==> src/rtl/wb_conbus_slv_sel.sv <==
// Slave selector for a shared Wishbone bus. It decodes the top address bits of the
// granted master, locks that slave for the whole cycle, and aborts unmapped or stalled accesses.
module wb_conbus_slv_sel #(
  parameter int S_NUMBER = 6,
  parameter int SEL_BITS = 3,
  parameter int AW       = 32,
  parameter int DW       = 32,
  parameter int TIMEOUT  = 16
) (
  input  logic                   clk,
  input  logic                   rst_n,
  input  logic                   m_cyc_i,
  input  logic                   m_stb_i,
  input  logic [AW-1:0]          m_adr_i,
  output logic                   m_ack_o,
  output logic                   m_err_o,
  output logic                   m_rty_o,
  output logic [DW-1:0]          m_dat_o,
  output logic [S_NUMBER-1:0]    s_cyc_o,
  output logic [S_NUMBER-1:0]    s_stb_o,
  input  logic [S_NUMBER-1:0]    s_ack_i,
  input  logic [S_NUMBER-1:0]    s_err_i,
  input  logic [S_NUMBER-1:0]    s_rty_i,
  input  logic [S_NUMBER*DW-1:0] s_dat_i,
  output logic [SEL_BITS-1:0]    sel_o,
  output logic                   timeout_o,
  output logic [1:0]             state_o
);

  localparam int CW = $clog2(TIMEOUT) + 1;
  localparam logic [CW-1:0] CNT_LIMIT = CW'(TIMEOUT - 1);
  localparam logic [SEL_BITS:0] S_LIMIT = (SEL_BITS + 1)'(S_NUMBER);

  typedef enum logic [1:0] {IDLE, ACTIVE, ERR, TMO} state_t;

  state_t              state_q, state_d;
  logic [SEL_BITS-1:0] sel_q, sel_d;
  logic [CW-1:0]       cnt_q, cnt_d;

  logic [SEL_BITS-1:0] adr_idx;
  logic                adr_mapped;
  logic                sl_ack, sl_err, sl_rty;
  logic [DW-1:0]       sl_dat;
  logic [S_NUMBER-1:0] sel_onehot;
  logic                unused_adr;

  assign adr_idx    = m_adr_i[AW-1 -: SEL_BITS];
  assign adr_mapped = ({1'b0, adr_idx} < S_LIMIT);
  assign unused_adr = ^m_adr_i[AW-SEL_BITS-1:0];

  // Mux the locked slave's responses; other slaves' inputs never reach the master.
  always_comb begin
    sl_ack     = 1'b0;
    sl_err     = 1'b0;
    sl_rty     = 1'b0;
    sl_dat     = '0;
    sel_onehot = '0;
    for (int i = 0; i < S_NUMBER; i++) begin
      if (sel_q == SEL_BITS'(i)) begin
        sl_ack        = s_ack_i[i];
        sl_err        = s_err_i[i];
        sl_rty        = s_rty_i[i];
        sl_dat        = s_dat_i[i*DW +: DW];
        sel_onehot[i] = 1'b1;
      end
    end
  end

  always_comb begin
    state_d   = state_q;
    sel_d     = sel_q;
    cnt_d     = '0;
    s_cyc_o   = '0;
    s_stb_o   = '0;
    m_ack_o   = 1'b0;
    m_err_o   = 1'b0;
    m_rty_o   = 1'b0;
    m_dat_o   = '0;
    timeout_o = 1'b0;
    case (state_q)
      IDLE: begin
        if (m_cyc_i && m_stb_i) begin
          if (adr_mapped) begin
            sel_d   = adr_idx;
            state_d = ACTIVE;
          end else begin
            state_d = ERR;
          end
        end
      end
      ACTIVE: begin
        s_cyc_o = sel_onehot & {S_NUMBER{m_cyc_i}};
        s_stb_o = sel_onehot & {S_NUMBER{m_stb_i}};
        m_ack_o = sl_ack;
        m_err_o = sl_err;
        m_rty_o = sl_rty;
        m_dat_o = sl_dat;
        // The counter only survives an unterminated strobe; a termination on the limit cycle wins.
        if (!m_cyc_i) begin
          state_d = IDLE;
        end else if (m_stb_i && !(sl_ack || sl_err || sl_rty)) begin
          if (cnt_q == CNT_LIMIT) state_d = TMO;
          else                    cnt_d   = cnt_q + 1'b1;
        end
      end
      ERR: begin
        m_err_o = m_cyc_i;
        state_d = IDLE;
      end
      TMO: begin
        m_err_o   = m_cyc_i;
        timeout_o = 1'b1;
        state_d   = IDLE;
      end
      default: state_d = IDLE;
    endcase
  end

  always_ff @(posedge clk or negedge rst_n) begin
    if (!rst_n) begin
      state_q <= IDLE;
      sel_q   <= '0;
      cnt_q   <= '0;
    end else begin
      state_q <= state_d;
      sel_q   <= sel_d;
      cnt_q   <= cnt_d;
    end
  end

  assign sel_o   = sel_q;
  assign state_o = state_q;

endmodule

==> config.mk <==
export PLATFORM = sky130hd
export DESIGN_NAME = wb_conbus_slv_sel
export DESIGN_NICKNAME = d
export VERILOG_FILES = /design/src/rtl/wb_conbus_slv_sel.sv
export SDC_FILE = /design/constraint.sdc
export NUM_CORES = 1
export LEC_CHECK = 0
export CAP_MARGIN = 20
export CORE_AREA = 2 2 117 119
export CTS_CLUSTER_SIZE = 12
export DETAILED_ROUTE_END_ITERATION = 12
export DIE_AREA = 0 0 119 121
export GPL_ROUTABILITY_DRIVEN = 0
export PLACE_DENSITY = 0.59
export SETUP_SLACK_MARGIN = 0.2
export SYNTH_ARGS = -nofsm -noshare
export SYNTH_HDL_FRONTEND = slang
export SYNTH_SLANG_ARGS = --single-unit
==> constraint.sdc <==
create_clock -name clk -period 1.9 [get_ports clk]
set_clock_uncertainty 0.05 [all_clocks]
set_input_delay 0.38 -clock clk [delete_from_list [all_inputs] [get_ports clk]]
set_output_delay 0.38 -clock clk [all_outputs]
set_load 0.02 [all_outputs]
* Yosys cells after proc, flatten, opt, wreduce, memory -nomap -nowiden
Cells that the tools add are included.
** Storage, ports and cells
- Flip-flop bits (word level) :: 10
- Bits in read-only memories :: 0
- Memories :: 0
- Input bits :: 246
- Latch bits :: 0
- RAM bits :: 0
- Word-level logic and storage cells :: 76
- Output and inout port bits :: 53
** Operators by class
- $add $sub $neg :: 1
- Multiplexer cells :: 47
- Multipliers :: 0
- Reduce and logical (&&, ||, !) cells :: 10
- Eq/ne operators :: 12
- Divide/modulo/power cells :: 0
- Shifts and indexed selects :: 0
- Magnitude comparators :: 1
- Bitwise gates (word level) :: 2
** Operators with widths (count)
- two-way mux 32 bit :: 7
- two-way mux 1 bit :: 27
- two-way mux 5 bit :: 4
- AND 6 bit :: 2
- two-way mux 6 bit :: 2
- two-way mux 2 bit :: 5
- equality test 3 x 2 -> 1 bit (second input constant) :: 2
- equality test 3 bit (second input constant) :: 2
- inequality test 3 bit (second input constant) :: 2
- one-hot mux 2 bit (3 select lines) :: 1
- AND reduction 3 bit :: 2
- adder 5 x 1 -> 5 bit (second input constant) :: 1
- equality test 5 x 4 -> 1 bit (second input constant) :: 1
- equality test 2 bit (second input constant) :: 2
- equality test 3 x 1 -> 1 bit (second input constant) :: 1
- zero test 3 bit :: 1
- < comparator 3 bit (second input constant) :: 1
- equality test 2 x 1 -> 1 bit (second input constant) :: 1
- logical AND 1 bit :: 2
- zero test 2 bit :: 1
- logical OR 1 bit :: 2
- inequality test 2 bit (second input constant) :: 1
- one-hot mux 1 bit (2 select lines) :: 1
- OR reduction 2 bit :: 1
- zero test 1 bit :: 1

* Logic depth before layout (Yosys ltp)
- Word-level depth :: 14
- Mapped depth :: 7
- Mapped depth without buffers :: 5

* Worst setup path after synthesis
No wires, ideal clock.
- Kind :: register to output
- Start :: register sel_q[2], in the netlist sel_o[2]
- End :: output port m_dat_o[10]
- Data required time :: 1470 ps
- Data arrival time :: 1726 ps
- Stages on the path, launching flop included :: 8
- Setup slack :: -256 ps
- Path buffers :: 3
- Path through :: dfrtp_1 -> buf_2 -> nor2_1 -> and2_1 -> clkbuf_1 -> buf_2 -> a22oi_1 -> a31oi_1
** On the way
- Longest elaborated chain between the ends :: 8
- Elaborated cells on any way between the ends :: 13
- Classes of those cells :: eq/ne (5); mux (7); reduce/logical (1)
** Ends and longest elaborated chain
- from (decl) :: line 37 : logic [SEL_BITS-1:0] sel_q, sel_d;
- from (signal assigned) :: line 126 : sel_q <= sel_d;
- zero test 3 bit :: line 59 : if (sel_q == SEL_BITS'(i)) begin
- two-way mux 32 bit (5 in a row) :: line 59
- two-way mux 32 bit * :: line 59
- two-way mux 32 bit * :: line 80 : case (state_q)
- to (decl) :: line 18 : output logic [DW-1:0] m_dat_o,
Every way passes the cells marked *; elsewhere a longest branch is shown, timed or not.

* Worst setup path in the final report
- Start :: register sel_q[1], in the netlist sel_o[1]
- End :: output port m_dat_o[16]
The elaborated chain is that of the path after synthesis.

==> metrics <==
Rows=42; Yosys cell types=37; Clock transition at path regs=0.04 ns; Final #Nets=849; placed cell area=5930 µm²; hold crit path type=in2async; synthesized area per cell=7.15 µm²; Critical Path RT=1.47 ns; Final Total Pwr=4.83 mW; Worst Setup SP=sel_o[1]; vias in the first global route=4021; utilization after layout=52.8%; total die area=14400 µm²; final wirelength=15.5 mm; share of layout cells above drive strength 1=48.4%; failing checks=negative setup slack; Clk Latency, worst-skew pair=0.24 ns; Place WS=-0.611 ns; Power Dens Cells=699 nW/µm²; GRT Residual Overflow=0; Post-Syn Instances=284; worst flop-to-flop path endpoint=cnt_q[2]; CTS tree=built; Final WS setup=-0.334 ns; first-pass GRT wire length=22.9 mm; die height=121 µm; via-per-instance ratio=4.82; H-tree Lvls=1; FF-to-FF path depth=9; Die X=119 µm; largest net degree at the start of global routing=25; Final Cycle Share=118%; P_leak=2.42 nW; achievable frequency=448 MHz; slowest CP cell=dfrtp_2; P&R area growth vs syn=240%; Seq/Total Area, Yosys=12.3%; Starting DRT DRC Count=112; worst vdd ir=0.482 mV; RSZ-0062 raised after global routing=yes; Cell Chain, Critical Path=nor3_4 -> buf_12 -> buf_12 -> buf_12 -> a22oi_2 -> a31oi_4 -> buf_6; FF-to-FF setup slack=0.02 ns; Min Hold Slack=0.413 ns; Slew @ Worst Pin=0.459 ns; core outline area=13100 µm²; DR WL/cell=20.0 µm; initial antenna violation count=0; endpoint class of the critical path=primary output; Worst slew margin=69.3%; async set or reset register ratio after synthesis=100%; root buf cell=clkbuf_16; Post-synth EDFFs=0; CP peak stage delay=0.50 ns; register bit count reported by yosys=10; final hold vios=0; MaxCap Viol Count=0; run status=finished with violations; Syn Std Cell Area=2030 µm²; top_reg_cell synth=dfrtp_1; R2R Path Start=sel_o[0]; I/O Pins=299; CP max FO=8; max-slew violation count=0; CP dominant cell by count=buf_12; Initial Util=15.5%; clock tree buffer depth=2; Port Buffers=269; Yosys warning count=0; Worst Path Arrival=1.80 ns; HPWL after DPL=11.2 mm; DRC errors left=0; Design Area, Final=6910 µm²; # diodes=0; Hold Buf Count CTS=0; Pre-Repair DR Iteration Count=4; fin crit period=2.23 ns; vias=3748; Finish-stage setup viols=39; clock buffer count from CTS=3; startpoint types=flip-flop; clock sinks=10; post-route ant nets=0; GRT Util Overall=20.2%; syn_nets=531; WS Path Type=reg2out
==> cell usage in the layout, fill, tap and decap left out, types with 4 or more instances in the layout <==
| cell | count |
|---|---|
| nand2_4 | 6 |
| a22oi_2 | 61 |
| buf_12 | 15 |
| dlygate4sd2_1 | 4 |
| a22o_1 | 34 |
| nor3_2 | 4 |
| dfrtp_1 | 7 |
| clkbuf_16 | 5 |
| and2_4 | 4 |
| nor2_4 | 8 |
| nand2_1 | 18 |
| nand3_1 | 4 |
| buf_6 | 64 |
| mux2i_1 | 6 |
| clkdlybuf4s50_1 | 214 |
| buf_4 | 40 |
| a31oi_4 | 30 |
| nand2_2 | 19 |
==> synth_stat cells, types with 2 or more instances <==
| cell | count | area (µm²) |
|---|---|---|
| o21a_1 | 3 | 22.5 |
| nor2_1 | 13 | 48.8 |
| dfrtp_1 | 10 | 250 |
| a22o_1 | 34 | 298 |
| nand2b_1 | 2 | 12.5 |
| nand2_1 | 43 | 161 |
| and2_1 | 6 | 37.5 |
| buf_4 | 3 | 22.5 |
| clkbuf_1 | 9 | 33.8 |
| nor3_1 | 5 | 25.0 |
| mux2i_1 | 7 | 70.1 |
| buf_2 | 18 | 90.1 |
| a31oi_1 | 33 | 206 |
| nand3_1 | 4 | 20.0 |
| a22oi_1 | 64 | 480 |
| nor2b_1 | 2 | 12.5 |
| nor4_1 | 3 | 18.8 |
| mux2_2 | 4 | 45.0 |
| o31ai_1 | 2 | 15.0 |
| buf_6 | 2 | 22.5 |
==> kinds of logic (layout without fill, tap and decap cells) <==
group	count (synthesis)	in the layout	share of synthesized area (%)
AOI/OAI and AO/OA	141	141	52.4
xor gates and xnor gates	2	2	0.863
adders and majority gates	1	1	0.616
buffers and inverters	34	351	8.69
DFF	10	10	12.3
muxes	11	11	5.67
and+or+nand+nor	85	85	19.4
==> where the power goes <==
part | internal, mW | switching, mW
combinational | 2.17 | 1.98
sequential | 0.241 | 0.0593
clock | 0.282 | 0.103
total | 2.69 | 2.14
==> flip-flops by register name (all words and copies together), names as in the netlist <==
register,flops
state_o,2
sel_o,3
cnt_q,5
==> layer usage <==
metal / share of wire, % / global-route usage, % / up-vias
li1: - / - / 1772
met1: 37 / 22.5 / 1802
met2: 54 / 39.2 / 161
met3: 7.1 / 4.84 / 13
met4: 1.4 / 3.57 / 0
met5: 0 / 0 / -
==> stage by stage <==
step	setup TNS (ns)	cells
2_1_floorplan	-0.522	284
3_3_place_gp	-21.68	742
3_5_place_dp	-22.37	742
4_1_cts	-10.21	767
5_1_grt	-13.25	777
6_report	-10.58	777
==> worst max-delay path by stage <==
| stage | slack (ns) | end |
|---|---|---|
| 6_report | -0.33 | m_dat_o[16] |
| 5_1_grt | -0.41 | m_dat_o[15] |
| 4_1_cts | -0.37 | m_dat_o[15] |
| 3_5_place_dp | -0.61 | m_ack_o |
| 3_3_place_gp | -0.62 | m_ack_o |
| 2_1_floorplan | -0.02 | m_dat_o[10] |
==> worst max-delay path, delay by kind of cell (launching register included) <==
family | cells | cell delay, ns
and+or+nand+nor | 1 | 0.30
AOI/OAI and AO/OA | 2 | 0.22
buffers and inverters | 4 | 0.54
DFF | 1 | 0.50
==> area by class of cell <==
class	instances	area [µm²]
clock buffers	4	78.8
fillers	1173	6170
inverters	1	3.75
multi-input cells	240	2690
flip-flops and latches	10	254
well taps	176	220
repair buffers	346	3670
==> timing repair <==
item	4_1_cts	5_1_grt
cloned	4	3
pin swaps	51	31
setup buffers	17	7
resized for setup	369	53
endpoints found under the setup margin	59	56
Note: power is estimated with default switching activity, not from simulation.
